$ cat config.mk
export PLATFORM = sky130hd
export DESIGN_NAME = vga_frame_reader
export DESIGN_NICKNAME = d
export VERILOG_FILES = /design/src/rtl/vga_pkg.sv /design/src/rtl/vga_timing.sv /design/src/rtl/vga_frame_reader.sv
export SDC_FILE = /design/constraint.sdc
export NUM_CORES = 1
export LEC_CHECK = 0
export CORE_ASPECT_RATIO = 0.5
export CORE_MARGIN = 1.5
export CORE_UTILIZATION = 50
export DETAILED_ROUTE_END_ITERATION = 16
export GPL_TIMING_DRIVEN = 0
export PLACE_DENSITY = 0.81
export REMOVE_ABC_BUFFERS = 1
export SLEW_MARGIN = 20
export SYNTH_ARGS = -nofsm -noshare
export SYNTH_HDL_FRONTEND = slang
export SYNTH_HIERARCHICAL = 1
export SYNTH_SLANG_ARGS = --single-unit
export TNS_END_PERCENT = 20
$ cat constraint.sdc
create_clock -name clk -period 5.1 [get_ports clk]
set_input_delay 0.51 -clock clk [delete_from_list [all_inputs] [get_ports clk]]
set_output_delay 0.51 -clock clk [all_outputs]
set_load 0.01 [all_outputs]
$ cat src/rtl/vga_pkg.sv
// vga_pkg: 640x480@60 scan timing constants, the packed pixel colour type
// and the divide-by-255 helper used when alpha blending is compiled in.
package vga_pkg;

  localparam logic [9:0] H_VIS  = 10'd640;
  localparam logic [9:0] H_FP   = 10'd16;
  localparam logic [9:0] H_SYNC = 10'd96;
  localparam logic [9:0] H_BP   = 10'd48;
  localparam logic [9:0] H_TOT  = H_VIS + H_FP + H_SYNC + H_BP;

  localparam logic [9:0] V_VIS  = 10'd480;
  localparam logic [9:0] V_FP   = 10'd10;
  localparam logic [9:0] V_SYNC = 10'd2;
  localparam logic [9:0] V_BP   = 10'd33;
  localparam logic [9:0] V_TOT  = V_VIS + V_FP + V_SYNC + V_BP;

  typedef struct packed {
    logic [7:0] r;
    logic [7:0] g;
    logic [7:0] b;
  } rgb_t;

  // Rounded x/255 without a divider; exact over the 0..255*255 blend range.
  function automatic logic [7:0] div255(input logic [15:0] x);
    logic [16:0] t;
    t = 17'(x) + 17'd128;
    return 8'((t + (t >> 4'd8)) >> 4'd8);
  endfunction

endpackage

$ cat src/rtl/vga_timing.sv
// vga_timing: pixel-enable flop (25 MHz from 50 MHz), 800x525 scan
// counters, and sync / visible / blanking decode of the current position.
module vga_timing
  import vga_pkg::*;
(
  input  logic       clk,
  input  logic       rst,
  output logic       pix_en,
  output logic [9:0] h_cnt,
  output logic [9:0] v_cnt,
  output logic [9:0] h_nxt,
  output logic [9:0] v_nxt,
  output logic       h_sync_dec,
  output logic       v_sync_dec,
  output logic       visible,
  output logic       vblank_dec
);

  // Next scan position: counters only move on the edge that ends cycle B.
  always_comb begin
    h_nxt = h_cnt;
    v_nxt = v_cnt;
    if (pix_en) begin
      if (h_cnt == H_TOT - 10'd1) begin
        h_nxt = 10'd0;
        v_nxt = (v_cnt == V_TOT - 10'd1) ? 10'd0 : v_cnt + 10'd1;
      end else begin
        h_nxt = h_cnt + 10'd1;
      end
    end else begin
      h_nxt = h_cnt;
      v_nxt = v_cnt;
    end
  end

  // Pixel phase toggle and scan counter state.
  always_ff @(posedge clk) begin
    if (rst) begin
      pix_en <= 1'b0;
      h_cnt  <= 10'd0;
      v_cnt  <= 10'd0;
    end else begin
      pix_en <= ~pix_en;
      h_cnt  <= h_nxt;
      v_cnt  <= v_nxt;
    end
  end

  // Decode of the current position; syncs are active low.
  always_comb begin
    h_sync_dec = !((h_cnt >= H_VIS + H_FP) && (h_cnt < H_VIS + H_FP + H_SYNC));
    v_sync_dec = !((v_cnt >= V_VIS + V_FP) && (v_cnt < V_VIS + V_FP + V_SYNC));
    visible    = (h_cnt < H_VIS) && (v_cnt < V_VIS);
    vblank_dec = (v_cnt >= V_VIS);
  end

endmodule

$ cat src/rtl/vga_frame_reader.sv
// vga_frame_reader: scans an IMG_W x IMG_H framebuffer centred on a black
// border and drives 640x480@60 VGA pins. Defining VGA_ALPHA_BLEND_EN adds
// an alpha-blend stage against BG_RGB and one more pixel period of lag.
module vga_frame_reader
  import vga_pkg::*;
#(
  parameter int unsigned       ADDR_W    = 32,
  parameter int unsigned       PIX_W     = 32,
  parameter logic [ADDR_W-1:0] BASE_ADDR = ADDR_W'(32'h0000_1000),
  parameter int unsigned       IMG_W     = 256,
  parameter int unsigned       IMG_H     = 256,
  parameter int unsigned       X_OFF     = 192,
  parameter int unsigned       Y_OFF     = 112,
  parameter logic [23:0]       BG_RGB    = 24'h000000
) (
  input  logic              clk,
  input  logic              rst,
  output logic              fb_rd_en,
  output logic [ADDR_W-1:0] fb_addr,
  input  logic [PIX_W-1:0]  fb_rdata,
  output logic [23:0]       rgb,
  output logic              h_sync,
  output logic              v_sync,
  output logic              vga_clk,
  output logic              vblank
);

  localparam int unsigned IMG_SH = $clog2(IMG_W);
  localparam logic [10:0] X_LO   = 11'(X_OFF);
  localparam logic [10:0] X_HI   = 11'(X_OFF + IMG_W);
  localparam logic [10:0] Y_LO   = 11'(Y_OFF);
  localparam logic [10:0] Y_HI   = 11'(Y_OFF + IMG_H);

  logic              pix_en;
  logic [9:0]        h_cnt, v_cnt, h_nxt, v_nxt;
  logic              h_sync_dec, v_sync_dec, visible, vblank_dec;
  logic              in_img_cur, in_img_nxt;
  logic [ADDR_W-1:0] addr_nxt;

  vga_timing u_timing (
    .clk        (clk),
    .rst        (rst),
    .pix_en     (pix_en),
    .h_cnt      (h_cnt),
    .v_cnt      (v_cnt),
    .h_nxt      (h_nxt),
    .v_nxt      (v_nxt),
    .h_sync_dec (h_sync_dec),
    .v_sync_dec (v_sync_dec),
    .visible    (visible),
    .vblank_dec (vblank_dec)
  );

  assign vga_clk = pix_en;

  function automatic logic in_rect(input logic [9:0] h, input logic [9:0] v);
    return ({1'b0, h} >= X_LO) && ({1'b0, h} < X_HI) &&
           ({1'b0, v} >= Y_LO) && ({1'b0, v} < Y_HI);
  endfunction

  // Image window for the pixel on screen now and the one starting next edge.
  always_comb begin
    in_img_cur = visible && in_rect(h_cnt, v_cnt);
    in_img_nxt = (h_nxt < H_VIS) && (v_nxt < V_VIS) && in_rect(h_nxt, v_nxt);
    addr_nxt   = BASE_ADDR
               + (ADDR_W'(v_nxt - Y_LO[9:0]) << IMG_SH)
               + ADDR_W'(h_nxt - X_LO[9:0]);
  end

  // Issue one read in cycle A of every image pixel; address held through A.
  always_ff @(posedge clk) begin
    if (rst) begin
      fb_rd_en <= 1'b0;
      fb_addr  <= {ADDR_W{1'b0}};
    end else if (pix_en) begin
      fb_rd_en <= in_img_nxt;
      fb_addr  <= in_img_nxt ? addr_nxt : fb_addr;
    end else begin
      fb_rd_en <= 1'b0;
    end
  end

`ifdef VGA_ALPHA_BLEND_EN
  logic [PIX_W-1:0] pix_q;
  logic             img_q, hs_q, vs_q, vb_q;
  rgb_t             src, bg, mix, mixed;
  logic [7:0]       alpha, inv;

  // First stage: capture fetched word with its matching sync/blank decode.
  always_ff @(posedge clk) begin
    if (rst) begin
      pix_q <= {PIX_W{1'b0}};
      img_q <= 1'b0;
      hs_q  <= 1'b1;
      vs_q  <= 1'b1;
      vb_q  <= 1'b0;
    end else if (pix_en) begin
      pix_q <= fb_rdata;
      img_q <= in_img_cur;
      hs_q  <= h_sync_dec;
      vs_q  <= v_sync_dec;
      vb_q  <= vblank_dec;
    end
  end

  // Per-channel blend c*A + BG*(255-A), scaled back by 1/255.
  always_comb begin
    src   = rgb_t'(pix_q[23:0]);
    bg    = rgb_t'(BG_RGB);
    alpha = pix_q[31:24];
    inv   = 8'hFF - alpha;
    mix.r = div255(16'(src.r) * 16'(alpha) + 16'(bg.r) * 16'(inv));
    mix.g = div255(16'(src.g) * 16'(alpha) + 16'(bg.g) * 16'(inv));
    mix.b = div255(16'(src.b) * 16'(alpha) + 16'(bg.b) * 16'(inv));
    mixed = img_q ? mix : rgb_t'(24'h000000);
  end

  // Output stage: blended colour and syncs move together on vga_clk fall.
  always_ff @(posedge clk) begin
    if (rst) begin
      rgb    <= 24'h000000;
      h_sync <= 1'b1;
      v_sync <= 1'b1;
      vblank <= 1'b0;
    end else if (pix_en) begin
      rgb    <= mixed;
      h_sync <= hs_q;
      v_sync <= vs_q;
      vblank <= vb_q;
    end
  end
`else
  logic unused_bits;
  assign unused_bits = ^{fb_rdata[PIX_W-1:24], BG_RGB};

  // Output stage: colour and syncs move together on vga_clk fall.
  always_ff @(posedge clk) begin
    if (rst) begin
      rgb    <= 24'h000000;
      h_sync <= 1'b1;
      v_sync <= 1'b1;
      vblank <= 1'b0;
    end else if (pix_en) begin
      rgb    <= in_img_cur ? fb_rdata[23:0] : 24'h000000;
      h_sync <= h_sync_dec;
      v_sync <= v_sync_dec;
      vblank <= vblank_dec;
    end
  end
`endif

endmodule
==> key figures <==
Power and ir drop
  – Sequential Power Share: 0.439
  – Sw Pwr: around 0.00026 W
  – VDD IR-drop max: about 0.00017 V
  – Leak: between 1.5 and 2 nW
  – Sw Share: 0.203
  – Clock power share: 0.528
  – Combinational power share: 0.032
  – Power per Cell Area: roughly 250 nW/um^2
  – Internal: 0.00101 W

Setup path
  – Worst r2r path cells: 13
  – CP required: 5.35 ns
  – CP Buf/Inv Count: 0
  – Worst setup path start: u_timing/pix_en$_SDFF_PP0_
  – Crit-path max cell delay: 0.63 ns
  – Delay-heaviest family, CP: compound AO/OA/AOI/OAI gates
  – Worst Setup End Kind: flop
  – Slowest-stage cell, CP: dfxtp_4
  – Critical path depth in cells: 13
  – Crit Path Max Fanout: 42
  – Crit path launch type: flop
  – Most Frequent Cell on Critical Path: ha_1
  – RR Startpoint: u_timing/pix_en$_SDFF_PP0_
  – Crit path cell chain: and4b_1 -> and3_1 -> nor2_1 -> a21oi_1 -> xor2_1 -> ha_1 -> ha_1 -> fa_1 -> a211o_1 -> a2111o_1 -> a41oi_1 -> xnor2_1 -> a211oi_1
  – Setup Crit Path Kind: reg -> reg
  – CP Data Arrival Time: 4.83 ns

Timing
  – RSZ-0062 raised after global routing: no
  – Worst-Margin Slew: 0.779 ns
  – Fmax: 218 MHz
  – Crit path time final: 4.58 ns
  – Tcrit/Tclk final: 0.898
  – Pins Over Slew Limit: 0
  – Final setup viols: 0
  – Max-slew headroom: 0.477
  – Final hold violations: 0
  – Skew final: 0.00267 ns
  – Setup WS post-layout: 0.519 ns

Yosys
  – Most used DFF post-synth: dfxtp_1
  – Post-synth top area share: 0.357
  – Post-synthesis register bit count: 70
  – Ranking of synthesized cells by area: dfxtp_1 (36%), ha_1 (8.6%), a21oi_1 (6.5%)
  – Synth area leader: dfxtp_1
  – Syn_area_per_cell: between 8 and 9 sq um
  – Seq/Total Area, Yosys: 0.357
  – Ys Warns: 6
  – Post-synth EDFFs: 0
  – Synth cell types: 60
  – Count leader, synth: dfxtp_1
  – Synth Cell Area: 3930 sq um
  – Syn Inst Count: ~470
  – Post-synth ARST share: 0
  – Post-synth top cells: dfxtp_1 (70), a21oi_1 (51), nand2_1 (47)

GRT
  – First-pass GRT wire length: 14800 microns
  – GR Overflow Total: 0
  – Overall Global Routing Usage: 0.223
  – M3 GR Usage: 0.0733
  – Initial antenna violation count: 0
  – Layer with the highest usage: met2
  – Met2 usage: 0.366
  – Largest net degree at the start of global routing: 70
  – Vias in the first global route: 3168
  – GR Util met1: 0.280

Placed design
  – GPL Wtd Cong: between 0.8 and 0.9
  – Post-DP HPWL: 6150 microns
  – Worst slack, placed: 0.316 ns
  – Port bufs: 86

Run status
  – Status: finished clean

Worst hold path
  – Hold path depth: 2
  – Hold_sp: fb_addr[4]$_SDFFE_PP0P_
  – Hold WC Path Type: reg -> reg

CTS
  – Clk_lat worst skew: between 0.3 and 0.4 ns
  – Setup bufs post-CTS: 0
  – Root buffer cell: clkbuf_16
  – CTS max path bufs: 2
  – CTS tree: yes
  – H-tree depth: 3
  – Clk slew on worst S/H paths: 0.06 ns
  – Total CTS buffers: 9
  – Clock sinks: 70

Routing
  – 1st-iter DRT viols: 195
  – Residual DRC: 0
  – TritonRoute pass-1 iters: 4
  – Antenna Nets Post-Route: 0
  – WL/cell: 13.8 microns
  – Routed WL: 9040 microns
  – Via density per instance: between 5 and 6
  – DR vias: between 3k and 4k

Layout
  – Ant diodes: 0
  – Area Growth Syn to Fin: 30.6%
  – Ratio of cells with drive above 1 in the final layout: 0.0639
  – # nets final: 605
  – Final core occ: 0.688

Floorplan
  – Row count: 22
  – Die W: 128 microns
  – CORE AREA: 7460 sq um
  – Die Y: roughly 66 microns
  – I/O pins: 95
  – Total Die Area: 8430 sq um
  – Initial core utilization: 0.527

Flow run
  – MaxCap Viol Count: 0
-- what timing repair did --
action                                 CTS  global route
setup endpoints to repair                0             1
endpoints found under the hold margin    0             0
hold buffers                             0             0
gates resized for setup                  0             2
-- placed cells by master, fill, tap and decap left out, types with 17 or more instances in the layout --
cell | netlist | final
dfxtp_1 | 70 | 69
nand2_1 | 47 | 47
a21oi_1 | 51 | 51
nor2b_1 | 30 | 30
clkdlybuf4s50_1 | 0 | 85
ha_1 | 27 | 27
inv_1 | 17 | 17
nor2_1 | 42 | 42
-- sequential cells by signal, summed over array words and instances, names as in the netlist --
signal           cells
u_timing/h_cnt      10
u_timing/pix_en      1
fb_rd_en             1
h_sync               1
u_timing/v_cnt      10
vblank               1
fb_addr             21
v_sync               1
rgb                 24
-- metrics by stage --
step	setup TNS [ns]	instances	cell area (sq um)	power, W	hold slack (ns)
floorplan	-1.08	442	3760	0.000576	0.470
global placement	-29.60	636	4750	0.000611	0.444
detailed placement	0	640	4800	0.000611	0.449
CTS	0	656	5120	0.00128	0.456
global route	0	656	5130	0.00131	0.476
finish	0	656	5130	0.00127	0.453
-- per-layer routing --
layer / part of all wire / routed length, microns
met3: 0.070 / 635
met4: 0.010 / 93
met5: 0 / 0
met1: 0.49 / 4400
met2: 0.43 / 3920
-- worst min-delay path, stage by stage, from the launching register on --
cell and delay, ns:
dfxtp_1 0.30, nand2_1 0.05, a21oi_1 0.05
-- power groups by stage --
stage                     clock network (W)  registers (W)    logic, W
after detailed placement                  0       0.000570   0.0000412
final                              0.000671       0.000558   0.0000412
after CTS                          0.000684       0.000558   0.0000418
after floorplan                           0       0.000568  0.00000822
after global routing               0.000707       0.000559   0.0000446
after global placement                    0       0.000570   0.0000414
-- path summary, 6_finish.rpt --
| check | to | slack [ns] |
|---|---|---|
| hold reg to reg | fb_addr[4]$_SDFFE_PP0P_ | 0.45 |
| setup reg to reg | fb_addr[19]$_SDFFE_PP0P_ | 0.52 |
| hold / removal | fb_addr[4]$_SDFFE_PP0P_ | 0.45 |
| setup / recovery | fb_addr[19]$_SDFFE_PP0P_ | 0.52 |
-- area by class of cell --
type / count / area (sq um)
Sequential cell: 70 / 1410
Clock inverter: 6 / 85.1
Clock buffer: 10 / 239
Inverter: 17 / 63.8
Tap cell: 108 / 135
Multi-Input combinational cell: 355 / 2320
Timing Repair Buffer: 90 / 890
Fill cell: 611 / 2330
-- cells by family after synthesis --
| family | after synthesis | share of synthesized area |
|---|---|---|
| DFF | 70 | 0.357 |
| buffers and inverters | 47 | 0.0599 |
| AOI/OAI and AO/OA | 102 | 0.164 |
| muxes | 5 | 0.0127 |
| xor gates and xnor gates | 21 | 0.0468 |
| and+or+nand+nor | 199 | 0.269 |
| adders and majority gates | 28 | 0.0911 |
No activity file was read; power rests on OpenSTA's default activity.
==> RTL edit 1 (same flow settings) <==
Add a define of `VGA_ALPHA_BLEND_EN`.
--- a/src/rtl/vga_frame_reader.sv
+++ b/src/rtl/vga_frame_reader.sv
@@ -2,4 +2,6 @@
 // border and drives 640x480@60 VGA pins. Defining VGA_ALPHA_BLEND_EN adds
 // an alpha-blend stage against BG_RGB and one more pixel period of lag.
+`define VGA_ALPHA_BLEND_EN
+
 module vga_frame_reader
   import vga_pkg::*;
Check against the original RTL: same outputs for any inputs over 10 cycles, from zero or initial values and one cycle with rst high; that may be too few to reach the edited logic, so the function may still have changed.
==> RTL edit 1 against the unedited design <==
Maximum frequency fell by 24%; worst setup slack got worse by 1.5 ns; power rose by 80%; first-iteration DRC count rose to 4.5 times the old value; hold slack got worse by 0.0095 ns; sequential share of layout area fell by 14 points; area after synthesis rose to 3.4 times the old value; count of clock-buffer cells in the layout did not move; wire length rose to 4.2 times the old value; critical path type unchanged; sequential cell count rose by 36; the run now ends with negative setup slack left; synthesized cell count rose to 3.2 times the old value; design area rose to 3.2 times the old value.
==> RTL edit 1: results <==
outcome:
  status: "complete, but fails checks"
  failed_checks: "negative setup slack"
power:
  max-vdd-ir-drop_mv: 0.129
  p_seq_frac: 0.393
  p_leak_nw: 7.70
clocking:
  post_cts_buffers: 69
  clk_transition_reported_paths_ns: 0.09
  cts_resized: 136
  clk_latency_ns: 0.40
critical_path:
  r2r_cells: 20
  cp_top_family: "adder cells"
  r2r-end: "rgb[11]$_SDFFE_PP0P_"
  critPathMaxStageDelay_ns: 0.57
  cp-endpoint: "rgb[11]$_SDFFE_PP0P_"
  crit_slowest_cell: "fa_1"
timing:
  fin_worst_skew_ns: 0.0173
  setup_tns_ns: -19.07
  finalSetupViolations: 24
  layout_setup_ws_ns: -0.946
grt:
  grt.met2_usage: 0.435
  antenna_found_initial: 1
  track_usage: 0.256
  grt_max_degree: 71
  grt_use_met1: 0.303
synth:
  synth_common_cells: "inv_1, ha_1, and2_1"
  yosys-top-cells-area: "fa_1, ha_1, dfxtp_1"
  ys_types: 103
  syn_inst: 1525
layout:
  instances_no_fill: 2032
  reg.largest.list: "pix_q: 32 flops, rgb: 24 flops, fb_addr: 21 flops"
routing:
  drtIter0Drc: 883
placed_design:
  dp_cells: 1919
  placed_cell_area_um2: 14600
-- RTL edit 1: logic make-up after synthesis --
logic type      Yosys count  share of synthesized area
simple gates            524                      0.214
xor+xnor                 71                     0.0510
buf+inv                 261                     0.0775
mux                      54                     0.0407
flops                   106                      0.159
fa+ha+maj               289                      0.334
compound gates          220                      0.124
-- RTL edit 1: worst reg2reg max path: stages, from the launching register on --
cell and delay [ns]:
dfxtp_4 0.40, buf_12 0.15, buf_4 0.17, and2_1 0.17, fa_1 0.52, fa_1 0.45
fa_1 0.54, inv_1 0.06, fa_1 0.57, inv_1 0.08, ha_4 0.31, o21a_1 0.16
o21ai_1 0.07, a22oi_2 0.31, a31oi_2 0.18, xnor2_2 0.40, ha_1 0.32, a2111o_1 0.40
a31oi_4 0.24, nor3b_2 0.09, a311o_1 0.36
-- RTL edit 1: cell type report --
cell class              instances  area, µm²
flip-flops and latches        106       2190
clock inverters                 6       70.1
clock buffers                  10        239
fillers                      1895       9710
inverters                     203        762
repair buffers                196       1920
well taps                     352        440
diodes                          1       2.50
multi-input cells            1158      11000
-- RTL edit 1: per-stage QoR --
step | power (mW) | worst slack, ns | hold WS [ns]
floorplan | 1.20 | -1.33 | 0.431
global placement | 1.33 | -3.07 | 0.435
detailed placement | 1.34 | -1.97 | 0.440
CTS | 2.21 | -0.709 | 0.451
global route | 2.39 | -1.09 | 0.472
finish | 2.29 | -0.946 | 0.444
-- RTL edit 1: routing by layer --
| layer | routed length, µm | share of wire | up-vias |
|---|---|---|---|
| met5 | 0 | 0 | - |
| met4 | 2350 | 0.061 | 0 |
| met3 | 3060 | 0.080 | 221 |
| met2 | 18200 | 0.48 | 581 |
| met1 | 14700 | 0.38 | 5696 |
| li1 | - | - | 5398 |
==> RTL edit 2 (config.mk and constraints unchanged) <==
Made on the original files. Register the output `fb_addr` once more, with the module's reset; this adds one clock of latency there. The other outputs are not delayed to match.
--- a/src/rtl/vga_frame_reader.sv
+++ b/src/rtl/vga_frame_reader.sv
@@ -31,4 +31,6 @@
   localparam logic [10:0] Y_LO   = 11'(Y_OFF);
   localparam logic [10:0] Y_HI   = 11'(Y_OFF + IMG_H);
+
+  logic [ADDR_W-1:0] fb_addr_s0;
 
   logic              pix_en;
@@ -72,8 +74,8 @@
     if (rst) begin
       fb_rd_en <= 1'b0;
-      fb_addr  <= {ADDR_W{1'b0}};
+      fb_addr_s0 <= {ADDR_W{1'b0}};
     end else if (pix_en) begin
       fb_rd_en <= in_img_nxt;
-      fb_addr  <= in_img_nxt ? addr_nxt : fb_addr;
+      fb_addr_s0 <= in_img_nxt ? addr_nxt : fb_addr_s0;
     end else begin
       fb_rd_en <= 1'b0;
@@ -150,3 +152,11 @@
 `endif
 
+  always_ff @(posedge clk) begin
+    if (rst) begin
+      fb_addr <= '0;
+    end else begin
+      fb_addr <= fb_addr_s0;
+    end
+  end
+
 endmodule
Behaviour: no difference found for any inputs over 10 cycles, from zero or initial values and one cycle with rst high; that may be too few to reach the edited logic, so the function may still have changed.
==> RTL edit 2 against the unedited design <==
Via count up 3.9%; core utilization down 3.8 points; sequential power grew 29%; first-iteration DRC count shrank 2.1%; area after synthesis is 15% higher; design area grew 11%; combinational power increased by 11%; power grew 11%; worst setup slack worse by 0.15 ns; wire length grew 4.8%; clock skew grew 0.0033 ns; sequential cell count up 21; critical endpoint is now fb_addr_s0[19]$_SDFFE_PP0P_; largest power group is now registers; highest routed layer unchanged.
==> RTL edit 2: results <==
outcome:
  status: "completed"
timing:
  holdWs_ns: 0.448
  fin_worst_skew_ns: 0.00601
layout:
  drive_above_1_share: 0.0630
  num-fill-cells: 731
  regArea_um2: 1820
clocking:
  cts_resized: 1
grt:
  grt.met3_usage: 0.0625
  grt_pass1_vias: 3490
  grt_max_degree: 65
  track_usage: 0.202
routing:
  drt_wl_total_um: 9480
  drtIter0Drc: 191
  wl_met3_um: 574
  wl_per_cell_um: 13.8
  routed_via_density: 5.37
power:
  max-vdd-ir-drop_mv: 0.155
  powerDensity_nw_per_um2: 249
  netSwitchingFraction: 0.212
critical_path:
  r2r_slack_ns: 0.37
  worstPathArrival_ns: 4.98
synth:
  synthAdderAreaFrac: 0.0795
  synth_compound_area_frac: 0.169
  synth_mux_area_frac: 0.00222
  syn_avg_cell_area_um2: 9.06
  yosys-top-cells-area: "dfxtp_1, ha_1, nor2b_1"
  synth-xor-area-share: 0.0389
placed_design:
  dp_hpwl_um: 6570
  pre_cts_ws_ns: 0.0546
-- RTL edit 2: cell type report --
cell class                 instances  share of cell area
tap                              117              0.0258
multi-input combinational        360               0.431
clock buffer                      12              0.0469
sequential                        91               0.321
inverter                          15             0.00992
timing repair buffer              89               0.159
clock inverter                     4             0.00573
-- RTL edit 2: critical path, cell delays in order (launching register included) --
cell and delay [ns]:
dfxtp_2 0.85, and4b_1 0.37, and3_1 0.46, nor2_1 0.21, nor3_2 0.64, inv_1 0.15, ha_1 0.31, inv_1 0.04
ha_1 0.33, o21a_1 0.23, a2111o_1 0.46, a41oi_1 0.25, xnor2_1 0.09, a211oi_1 0.23
-- RTL edit 2: cells by family (layout without fill, tap and decap cells) --
group                    count (synthesis)  count (layout)
AO/OA/AOI/OAI                          111             111
AND/OR/NAND/NOR                        200             200
adder cells (fa/ha/maj)                 28              28
flip-flops                              91              91
multiplexers                             1               1
buffers and inverters                   46             120
XOR/XNOR                                20              20
